`src/rtl/mips_cpu_bus_pkg.sv`:
```
// Shared types for the MIPS load/store bus unit.
// Holds the load/store type encodings, the access FSM state and the
// byteenable constants used by mips_cpu_bus_mem_access.
package mips_cpu_bus_pkg;

  typedef enum logic [2:0] {
    LT_LW  = 3'd0,
    LT_LB  = 3'd1,
    LT_LBU = 3'd2,
    LT_LH  = 3'd3,
    LT_LHU = 3'd4,
    LT_LWL = 3'd5,
    LT_LWR = 3'd6
  } load_type_t;

  typedef enum logic [1:0] {
    ST_SW = 2'd0,
    ST_SB = 2'd1,
    ST_SH = 2'd2
  } store_type_t;

  typedef enum logic [1:0] {
    S_IDLE   = 2'd0,
    S_ACCESS = 2'd1,
    S_DONE   = 2'd2
  } mem_state_t;

  localparam logic [3:0] BE_WORD    = 4'b1111;
  localparam logic [3:0] BE_HALF_LO = 4'b0011;
  localparam logic [3:0] BE_HALF_HI = 4'b1100;

endpackage

```
`src/rtl/mips_cpu_bus_load_align.sv`:
```
// Load data alignment / extension (purely combinational).
// Ports:
//   i_readdata     32  bus word as read (lane k = byte at word address + k)
//   i_rt_old       32  current rt value, merged by LWL/LWR
//   i_load_type     3  load_type_t encoding
//   i_b             2  byte offset of the effective address
//   o_load_result  32  register-file write value
module mips_cpu_bus_load_align
  import mips_cpu_bus_pkg::*;
(
  input  logic [31:0] i_readdata,
  input  logic [31:0] i_rt_old,
  input  logic [2:0]  i_load_type,
  input  logic [1:0]  i_b,
  output logic [31:0] o_load_result
);

  logic [5:0]  w_rsh;     // 8*b
  logic [5:0]  w_lsh;     // 8*(3-b)
  logic [5:0]  w_keep_sh; // 8*(b+1): rt_old bits LWL keeps = 32 - that
  logic [7:0]  w_byte;
  logic [15:0] w_half;

  always_comb begin
    w_rsh     = {1'b0, i_b, 3'b000};
    w_lsh     = {1'b0, ~i_b, 3'b000};
    w_keep_sh = 6'd32 - w_lsh;
    w_byte    = 8'(i_readdata >> w_rsh);
    w_half    = i_b[1] ? i_readdata[31:16] : i_readdata[15:0];
    case (load_type_t'(i_load_type))
      LT_LB:   o_load_result = {{24{w_byte[7]}}, w_byte};
      LT_LBU:  o_load_result = {24'h0, w_byte};
      LT_LH:   o_load_result = {{16{w_half[15]}}, w_half};
      LT_LHU:  o_load_result = {16'h0, w_half};
      // Shift amount 32 (b=3) yields an all-zero keep mask.
      LT_LWL:  o_load_result = (i_readdata << w_lsh) |
                               (i_rt_old & (32'hFFFF_FFFF >> w_keep_sh));
      LT_LWR:  o_load_result = (i_readdata >> w_rsh) |
                               (i_rt_old & ~(32'hFFFF_FFFF >> w_rsh));
      default: o_load_result = i_readdata;
    endcase
  end

endmodule

```
`src/rtl/mips_cpu_bus_mem_access.sv`:
```
// Load/store unit: one Avalon-style read or write per request.
// Optional macro: MEM_ALIGN_CHECK_EN adds the misaligned output and
// suppresses the bus cycle for misaligned LW/SW/LH/LHU/SH.
// Ports:
//   clk, reset (async, active high)
//   start, load, store, load_type, store_type, eff_addr, store_data, rt_old
//                       request from the sequencer, sampled in IDLE only
//   busy, done, load_result   status / result (result held until next start)
//   address, read, write, writedata, byteenable, waitrequest, readdata
//                       Avalon data master
//   misaligned          (MEM_ALIGN_CHECK_EN only) valid with done
// DATA_W must be 32.
module mips_cpu_bus_mem_access
  import mips_cpu_bus_pkg::*;
#(
  parameter int ADDR_W = 32,
  parameter int DATA_W = 32
) (
  input  logic              clk,
  input  logic              reset,
  input  logic              start,
  input  logic              load,
  input  logic              store,
  input  logic [2:0]        load_type,
  input  logic [1:0]        store_type,
  input  logic [ADDR_W-1:0] eff_addr,
  input  logic [DATA_W-1:0] store_data,
  input  logic [DATA_W-1:0] rt_old,
  output logic              busy,
  output logic              done,
  output logic [DATA_W-1:0] load_result,
  output logic [ADDR_W-1:0] address,
  output logic              read,
  output logic              write,
  output logic [DATA_W-1:0] writedata,
  output logic [3:0]        byteenable,
  input  logic              waitrequest,
  input  logic [DATA_W-1:0] readdata
`ifdef MEM_ALIGN_CHECK_EN
  ,
  output logic              misaligned
`endif
);

  mem_state_t        r_state, w_next;
  logic              r_is_load;
  logic [2:0]        r_load_type;
  logic [1:0]        r_b;
  logic [DATA_W-1:0] r_rt_old, r_load_result, r_writedata;
  logic [ADDR_W-1:0] r_address;
  logic [3:0]        r_byteenable;

  logic [1:0]        w_b;
  logic [3:0]        w_be;
  logic [DATA_W-1:0] w_wdata, w_align;
  logic              w_misal, w_access;

  assign w_b = eff_addr[1:0];

  // Request decode, evaluated on the raw inputs while IDLE. Load wins over store.
  always_comb begin
    w_be    = BE_WORD;
    w_wdata = store_data;
    w_misal = 1'b0;
    if (load) begin
      case (load_type_t'(load_type))
        LT_LB, LT_LBU: w_be = 4'b0001 << w_b;
        LT_LH, LT_LHU: begin
          w_be = w_b[1] ? BE_HALF_HI : BE_HALF_LO;
`ifdef MEM_ALIGN_CHECK_EN
          w_misal = w_b[0];
`endif
        end
        LT_LWL, LT_LWR: w_be = BE_WORD;
        default: begin
          w_be = BE_WORD;
`ifdef MEM_ALIGN_CHECK_EN
          w_misal = (w_b != 2'b00);
`endif
        end
      endcase
    end else if (store) begin
      case (store_type_t'(store_type))
        ST_SB: begin
          w_be    = 4'b0001 << w_b;
          w_wdata = {4{store_data[7:0]}};
        end
        ST_SH: begin
          w_be    = w_b[1] ? BE_HALF_HI : BE_HALF_LO;
          w_wdata = {2{store_data[15:0]}};
`ifdef MEM_ALIGN_CHECK_EN
          w_misal = w_b[0];
`endif
        end
        default: begin
          w_be = BE_WORD;
`ifdef MEM_ALIGN_CHECK_EN
          w_misal = (w_b != 2'b00);
`endif
        end
      endcase
    end
    w_access = (load | store) & ~w_misal;
  end

  always_ff @(posedge clk or posedge reset) begin
    if (reset) r_state <= S_IDLE;
    else       r_state <= w_next;
  end

  // Strobes come straight from state so an async reset drops them at once.
  always_comb begin
    w_next = r_state;
    busy   = 1'b0;
    done   = 1'b0;
    read   = 1'b0;
    write  = 1'b0;
    case (r_state)
      S_IDLE: if (start) w_next = w_access ? S_ACCESS : S_DONE;
      S_ACCESS: begin
        busy  = 1'b1;
        read  = r_is_load;
        write = ~r_is_load;
        if (!waitrequest) w_next = S_DONE;
      end
      S_DONE: begin
        busy   = 1'b1;
        done   = 1'b1;
        w_next = S_IDLE;
      end
      default: w_next = S_IDLE;
    endcase
  end

  always_ff @(posedge clk or posedge reset) begin
    if (reset) begin
      r_is_load     <= 1'b0;
      r_load_type   <= 3'd0;
      r_b           <= 2'd0;
      r_rt_old      <= '0;
      r_load_result <= '0;
      r_writedata   <= '0;
      r_address     <= '0;
      r_byteenable  <= 4'b0000;
    end else begin
      if (r_state == S_IDLE && start && w_access) begin
        r_is_load    <= load;
        r_load_type  <= load_type;
        r_b          <= w_b;
        r_rt_old     <= rt_old;
        r_writedata  <= w_wdata;
        r_address    <= {eff_addr[ADDR_W-1:2], 2'b00};
        r_byteenable <= w_be;
      end
      if (r_state == S_ACCESS && !waitrequest && r_is_load)
        r_load_result <= w_align;
    end
  end

`ifdef MEM_ALIGN_CHECK_EN
  logic r_misaligned;
  always_ff @(posedge clk or posedge reset) begin
    if (reset)                          r_misaligned <= 1'b0;
    else if (r_state == S_IDLE && start) r_misaligned <= w_misal;
  end
  assign misaligned = r_misaligned;
`endif

  mips_cpu_bus_load_align u_align (
    .i_readdata    (readdata),
    .i_rt_old      (r_rt_old),
    .i_load_type   (r_load_type),
    .i_b           (r_b),
    .o_load_result (w_align)
  );

  assign load_result = r_load_result;
  assign address     = r_address;
  assign writedata   = r_writedata;
  assign byteenable  = r_byteenable;

endmodule

```
`config.mk`:
```
export PLATFORM = sky130hd
export DESIGN_NAME = mips_cpu_bus_mem_access
export DESIGN_NICKNAME = d
export VERILOG_FILES = /design/src/rtl/mips_cpu_bus_pkg.sv /design/src/rtl/mips_cpu_bus_load_align.sv /design/src/rtl/mips_cpu_bus_mem_access.sv
export SDC_FILE = /design/constraint.sdc
export NUM_CORES = 1
export LEC_CHECK = 0
export BUFFER_PORTS_ARGS = -buffer_cell sky130_fd_sc_hd__buf_2
export CORE_MARGIN = 8
export CORE_UTILIZATION = 39
export CTS_CLUSTER_DIAMETER = 150
export DETAILED_ROUTE_END_ITERATION = 8
export PLACE_DENSITY = 0.66
export SLEW_MARGIN = 20
export SYNTH_ARGS = -nofsm -noshare
export SYNTH_HDL_FRONTEND = slang
export SYNTH_HIERARCHICAL = 1
export SYNTH_SLANG_ARGS = --single-unit
```
`constraint.sdc`:
```
create_clock -name clk -period 4.2 [get_ports clk]
set_input_delay 0.42 -clock clk [delete_from_list [all_inputs] [get_ports clk]]
set_output_delay 0.42 -clock clk [all_outputs]
set_load 0.1 [all_outputs]
```
# Yosys cells after proc, flatten, opt, wreduce, memory -nomap -nowiden
# Index checks and enable logic that the tools add are counted.
dict set report classes {
  addsub 1
  eq_ne 16
  shift 5
  muxes 18
  bitwise 8
  reduce_logical 10
}
# op count
set op_table {}
lappend op_table {{$pmux 32 s6} 1}
lappend op_table {{$and 32x32->32} 2}
lappend op_table {{$mux 32} 2}
lappend op_table {{$or 32x32->32} 2}
lappend op_table {{$pmux 32 s2} 1}
lappend op_table {{$not 32->32} 1}
lappend op_table {{$shl 32x5->32} 1}
lappend op_table {{$shr 32x5->32} 1}
lappend op_table {{$shr 32x5->32 const A} 1}
lappend op_table {{$shr 32x6->32 const A} 1}
lappend op_table {{$mux 16} 1}
lappend op_table {{$pmux 4 s2} 2}
lappend op_table {{$eq 3x2->1 const B} 4}
lappend op_table {{$eq 3x3->1 const B} 4}
lappend op_table {{$mux 4} 3}
lappend op_table {{$eq 3x1->1 const B} 2}
lappend op_table {{$mux 2} 3}
lappend op_table {{$reduce_or 2->1} 3}
lappend op_table {{$sub 6x5->6 const A} 1}
lappend op_table {{$eq 2x1->1 const B} 2}
lappend op_table {{$eq 2x2->1 const B} 2}
lappend op_table {{$logic_and 1x1->1} 4}
lappend op_table {{$mux 1} 4}
lappend op_table {{$ne 2x2->1 const B} 2}
lappend op_table {{8 further kinds} 8}
dict set report totals {
  register_bits 138
  input_bits 139
  output_inout_bits 104
  elab_cells 67
}

# Logic depth before layout (Yosys ltp)
# Gate-level depths: netlist of run 1.
dict set report logic_depth {
  ltp_word 6
  depth_mapped 9
  mapped_depth_nobuf 5
}

# Cells and area by module
# Netlist of run 1, hierarchy kept.
# module n_inst cells_per_inst area_each_um2 seq_area_each_um2
set modules_own_cells {}
lappend modules_own_cells {mips_cpu_bus_mem_access 1 571 5755.5 3453.3}
lappend modules_own_cells {mips_cpu_bus_load_align 1 311 2507.4 0.0}

# Worst setup path before layout of run 1
# OpenSTA, ideal clock, no wires.
dict set report synth_path {
  path_kind {register -> output}
  start {reg r_state[1]}
  end {out write}
  arrival_ns 1.986
  required_ns 3.780
  slack_ns 1.794
  stages_incl_launch_ff 4
  n_path_buf 0
  path_cell_list {dfrtp_1 > inv_1 > ha_1 > nor2b_1}
}
dict set report synth_between {
  elab_chain_len 2
}
# element line
set synth_lines {}
lappend synth_lines {{start: declaration} mips_cpu_bus_mem_access.sv:45} ;# mem_state_t r_state, w_next;
lappend synth_lines {{start signal: assignment} mips_cpu_bus_mem_access.sv:108} ;# else r_state <= w_next;
lappend synth_lines {{$eq 2x1->1} mips_cpu_bus_mem_access.sv:118} ;# case (r_state)
lappend synth_lines {{$mux 1} mips_cpu_bus_mem_access.sv:118}
lappend synth_lines {{end: declaration} mips_cpu_bus_mem_access.sv:34} ;# output logic write,
# Every way passes these cells.

# Final worst setup path of run 1
dict set report layout_path {
  start {reg r_b[1]}
  end {reg r_load_result[28], in the netlist load_result[28]}
}
dict set report layout_between {
  elab_chain_len 6
  word_cells_on_any_way 13
  classes_between {1 x add/sub; 4 x shift; 2 x mux; 6 x bitwise}
}
# element line
set layout_lines {}
lappend layout_lines {{start: declaration} mips_cpu_bus_mem_access.sv:48} ;# logic [1:0] r_b;
lappend layout_lines {{start signal: assignment} mips_cpu_bus_mem_access.sv:149} ;# r_b <= w_b;
lappend layout_lines {{$not 2->2} mips_cpu_bus_load_align.sv:26} ;# w_lsh = {1'b0, ~i_b, 3'b000};
lappend layout_lines {{$sub 6x5->6} mips_cpu_bus_load_align.sv:27} ;# w_keep_sh = 6'd32 - w_lsh;
lappend layout_lines {{$shr 32x6->32} mips_cpu_bus_load_align.sv:37} ;# (i_rt_old & (32'hFFFF_FFFF >> w_keep_sh));
lappend layout_lines {{$and 32x32->32} mips_cpu_bus_load_align.sv:37}
lappend layout_lines {{$or 32x32->32} mips_cpu_bus_load_align.sv:36} ;# LT_LWL: o_load_result = (i_readdata << w_lsh) |
lappend layout_lines {{$pmux 32 s6 *} mips_cpu_bus_load_align.sv:30} ;# case (load_type_t'(i_load_type))
lappend layout_lines {{via w_align[28]} mips_cpu_bus_mem_access.sv:55} ;# logic [DATA_W-1:0] w_wdata, w_align;
lappend layout_lines {{end signal: assignment} mips_cpu_bus_mem_access.sv:156} ;# r_load_result <= w_align;
lappend layout_lines {{end: declaration} mips_cpu_bus_mem_access.sv:49} ;# logic [DATA_W-1:0] r_rt_old, r_load_result, r_writedata;
# The timed path passes the listed nets; every way through them passes the cells marked *.
# A chain may end at the register's enable or synchronous reset.

==> reports/metrics.cfg, run 1 <==
[setup_path]
crit_path_end_kind=flop
crit_chain=mux4_2, o21ai_4, nand2b_2, o22a_1, mux2_2
reg2reg_to=load_result[28]$_DFFE_PP0P_
crit_path_max_fanout=76
crit_type=flop to flop
start_kind=flop
crit_slowest_cell=dfrtp_4
slowest_delay_ns=1.00
rr_worst_depth=5
reg2reg_slack_ns=1.37
r2r-start=r_b[1]$_DFFE_PP0P_
arrival_ns=3.14
cp.required_ns=4.50

[sta]
period_minus_slack_ns=2.83
slew_headroom_pct=31.0
finalHoldViolations=0
final.setup.tns_ns=0
tightest_slew_ns=1.04
fin_crit_sh_pct=67.4
maxSlewViolCount=0
fmax_ghz=0.353
setup_violations=0
rsz0062_at_grt=false
clock_skew_ns=0.0146

[cts]
cts_tree=built
clkSinkCount=138
root_buffer=clkbuf_16
clk_pin_slew_ns=0.08
cts_setup_buffers=0
postCtsHoldBufs=0
cts-buffers-inserted=17
cts_resized=0
clock_path_buffers=2
insertion_delay_ns=0.43
cts_max_level=4

[synthesis]
synth_area_sq_um=8260
ys_types=63
yosys.area.top_type=dfrtp_1
netlist_top_cells_area=dfrtp_1 42%, nand2_1 12%, mux4_2 6.5%, mux2i_1 4.7%, mux2_2 4.2%
synth_warnings=6
synthDominantCellAreaShare_pct=41.8
synthCells=882
synth_commonest_cells=271 x nand2_1, 138 x dfrtp_1, 39 x mux2i_1
synthArstFlopShare_pct=100
ys_ff_latch=138
yosys_most_used_dff=dfrtp_1
yosysMostFrequentCell=nand2_1
syn_avg_cell_area_sq_um=9.37
synth_edf_count=0
ys_seq_area_share_pct=41.8

[finish]
num-fill-cells=2053
final_core_util_pct=48.5
area_growth_pct=22.5
final_nets=1227
drive_gt1_share_pct=33.4

[hold_path]
min_path_type=primary input to asynchronous set/reset pin

[status]
outcome=finished clean

[global_routing]
grt_pass1_wl_mm=42.2
globalRouteOverflowTotal=0
grt_antenna_before_repair=4
grt_pass1_vias=7633
track_usage_pct=20.2
grt_max_degree=93

[drt]
drt-vias-per-instance=5.53
ant_nets=0
wl_per_cell_microns=19.4
drc_errors=0
drt_iter0_markers=513
wl_mm=26.7
vias=7586
first_pass_iters=6

[flow_run]
max_cap_violations=0

[floorplan]
die_h_microns=162
core-area_sq_um=20900
die_area_sq_um=26100
initial_utilization_pct=39.6
placementRows=53
io_pins=243
die_x_microns=162

[placement]
io_buffers=240
dpl.hpwl_mm=18.9
routabilityCongestion=0.873

## logic make-up (layout without fill, tap and decap cells)
kind of cell	after synthesis	after routing	synth area share [%]
buf+inv	98	310	5.75
compound gates	187	187	17.5
flops	138	138	41.8
fa+ha+maj	14	14	1.91
simple gates	349	349	17.4
other cells	1	3	0.0454
mux	95	95	15.6
## stage by stage
stage	std cells	hold WS, ns	setup WS [ns]	cell area [sq um]
after floorplan	883	0.436	0.0838	8270
after global placement	1338	0.453	1.40	9550
after detailed placement	1338	0.458	1.36	9550
after CTS	1370	0.156	1.35	10100
after global routing	1370	0.163	1.20	10100
final	1371	0.135	1.37	10100
## state kept, by name, summed over array words and instances, names as in the netlist
name and flops:
load_result 32, r_rt_old 32, writedata 32, address 30
byteenable 4, r_load_type 3, r_b 2, r_state 2
r_is_load 1
## worst max path at each step
stage | start | endpoint | slack [ns] | depth (start not counted)
after floorplan | reset | address[10]$_DFFE_PP0P_ | 0.08 | 1
after detailed placement | r_b[0]$_DFFE_PP0P_ | load_result[13]$_DFFE_PP0P_ | 1.36 | 6
after global routing | r_b[0]$_DFFE_PP0P_ | load_result[13]$_DFFE_PP0P_ | 1.20 | 6
after global placement | r_b[0]$_DFFE_PP0P_ | load_result[10]$_DFFE_PP0P_ | 1.40 | 6
final | r_b[1]$_DFFE_PP0P_ | load_result[28]$_DFFE_PP0P_ | 1.37 | 5
after CTS | r_b[0]$_DFFE_PP0P_ | load_result[13]$_DFFE_PP0P_ | 1.35 | 6
## area by class of cell
class                      count  area, sq um  share of cell area, %
inverter                      26          103                   1.01
multi-input combinational    647         4350                   43.0
clock inverter                15          145                   1.43
tap                          275          344                   3.40
timing repair buffer         252         1290                   12.8
antenna                        1         2.50                 0.0247
clock buffer                  17          425                   4.20
sequential                   138         3460                   34.2
## routing by layer
| metal | vias up | routed length (microns) | global-route usage, % |
|---|---|---|---|
| met2 | 325 | 12500 | 31.9 |
| met4 | 8 | 473 | 6.10 |
| met3 | 38 | 2460 | 7.08 |
| met5 | - | 40 | 0 |
| met1 | 3669 | 11100 | 25.6 |
| li1 | 3546 | - | - |
## placed cells by master, fill, tap and decap left out, types with 23 or more instances in the layout
master	synthesis	layout
inv_1	24	23
mux2_2	31	31
a21oi_1	26	26
nor2_1	33	33
mux4_2	24	24
mux2i_1	39	39
dfrtp_1	138	136
buf_2	29	240
nand2_1	271	271
## worst max-delay path, delay by kind of cell, from the launching register on
kind             cells  cell delay [ns]
multiplexers         2             0.93
flip-flops           1             1.00
AO/OA/AOI/OAI        2             0.47
AND/OR/NAND/NOR      1             0.28
Power of run 1 is not shown: default switching activity piles up to over one toggle a cycle in this logic, so the estimate is an artifact.
==> inputs of run 2 (changes only) <==
==> constraint.sdc (replaced) <==
create_clock -name clk -period 2.5 [get_ports clk]
set_input_delay 0.25 -clock clk [delete_from_list [all_inputs] [get_ports clk]]
set_output_delay 0.25 -clock clk [all_outputs]
set_load 0.1 [all_outputs]
==> run 2 against run 1 <==
Maximum frequency rose by 27%. Worst setup slack got worse by 1.1 ns. Design area rose by 4.0%. First-iteration DRC count fell by 12%. Global-route usage rose by 0.17 points. Cell count rose by 2.6%. Routed wire length rose by 0.49%. Sequential share of layout area fell by 1.3 points. Clock-buffer cell count did not move. Worst hold slack got worse by 0.12 ns. Clock skew fell by 0.0031 ns. Via count rose by 0.51%.
==> reports/metrics.cfg, run 2 (synthesis results as in run 1) <==
[global_routing]
grtUsageMet2_pct=32.5
grt_pass1_vias=7696
track_usage_pct=20.4
grt-busiest-layer=met2
grt_max_degree=72
globalRouteOverflowTotal=0
use_met3_pct=7.30
grtUsageMet1_pct=25.4
grt_antenna_before_repair=6
grt_pass1_wl_mm=42.7

[finish]
final_nets=1263
area_growth_pct=27.5
final_cell_mix=271 x nand2_1, 240 x buf_2, 136 x dfrtp_1, 39 x mux2i_1, 33 x nor2_1
final_common_cell=nand2_1
drive_gt1_share_pct=34.0

[drt]
drt-vias-per-instance=5.42
first_pass_iters=6
wl_per_cell_microns=19.0
drt_iter0_markers=452
ant_nets=0
vias=7625
drc_errors=0
wl_mm=26.8

[status]
outcome=finished clean

[sta]
rsz0062_at_grt=false
tightest_slew_ns=0.964
setup_violations=0
fin_crit_sh_pct=89.3
fmax_ghz=0.448
clock_skew_ns=0.0116
final.setup.tns_ns=0
maxSlewViolCount=0
finalHoldViolations=0
period_minus_slack_ns=2.23
slew_headroom_pct=35.5

[floorplan]
io_pins=243
die_x_microns=162
die_h_microns=162
core-area_sq_um=20900
placementRows=53
die_area_sq_um=26100
initial_utilization_pct=39.6

[setup_path]
r2r-start=r_b[0]$_DFFE_PP0P_
crit_path_max_fanout=13
arrival_ns=2.54
start_kind=flop
cp.required_ns=2.81
crit_type=flop to flop
crit_path_end_kind=flop
startpoint=r_b[0]$_DFFE_PP0P_

[cts]
cts_tree=built
postCtsHoldBufs=17
clock_path_buffers=2
root_buffer=clkbuf_16
insertion_delay_ns=0.42
cts_setup_buffers=0
cts_resized=0
cts_max_level=4
cts-buffers-inserted=17
clkSinkCount=138
clk_pin_slew_ns=0.07

[hold_path]
worstHoldStart=eff_addr[20]
min_path_type=primary input to flop

[placement]
io_buffers=240
dpl.hpwl_mm=19.6
routabilityCongestion=0.901

[flow_run]
max_cap_violations=0

## run 2: cell type report
cell class	instances	area, sq um
clock buffer	17	425
tap	275	344
inverter	26	101
sequential	138	3460
fill	1983	10400
multi-input combinational	647	4350
timing repair buffer	288	1720
clock inverter	15	130
antenna	1	2.50
## run 2: through the flow
step	cell area [sq um]	setup slack (ns)	util (%)	hold WS (ns)	std cells
global placement	9800	0.311	46.9	0.423	1357
CTS	10500	0.280	50.4	0.000230	1406
detailed placement	9800	0.274	46.9	0.429	1357
finish	10500	0.268	50.4	0.0180	1407
global route	10500	0.166	50.4	0.00212	1407
floorplan	8270	0.228	-	0.355	883
## run 2: final timing paths
path                                                to  slack, ns  depth (start not counted)
hold / removal                 address[20]$_DFFE_PP0P_       0.02                          3
max in group asynchronous           r_b[1]$_DFFE_PP0P_       1.61                          4
setup / recovery           load_result[14]$_DFFE_PP0P_       0.27                          6
hold reg to reg                r_rt_old[1]$_DFFE_PP0P_       0.47                          2
setup reg to reg           load_result[14]$_DFFE_PP0P_       0.27                          6
min in group asynchronous     writedata[6]$_DFFE_PP0P_       0.53                          4
## run 2: per-layer routing
layer,part of all wire (%),up-vias
li1,-,3607
met1,42,3666
met2,47,296
met3,9.3,46
met4,1.8,10
met5,0.20,-
## run 2: critical path: stages, from the launching register on
cell and delay (ns):
dfrtp_2 0.61, buf_4 0.26, mux4_2 0.50, nand2_1 0.09
o21ai_0 0.11, o32a_1 0.30, mux2_2 0.26
Power of run 2 is left out for the same reason.
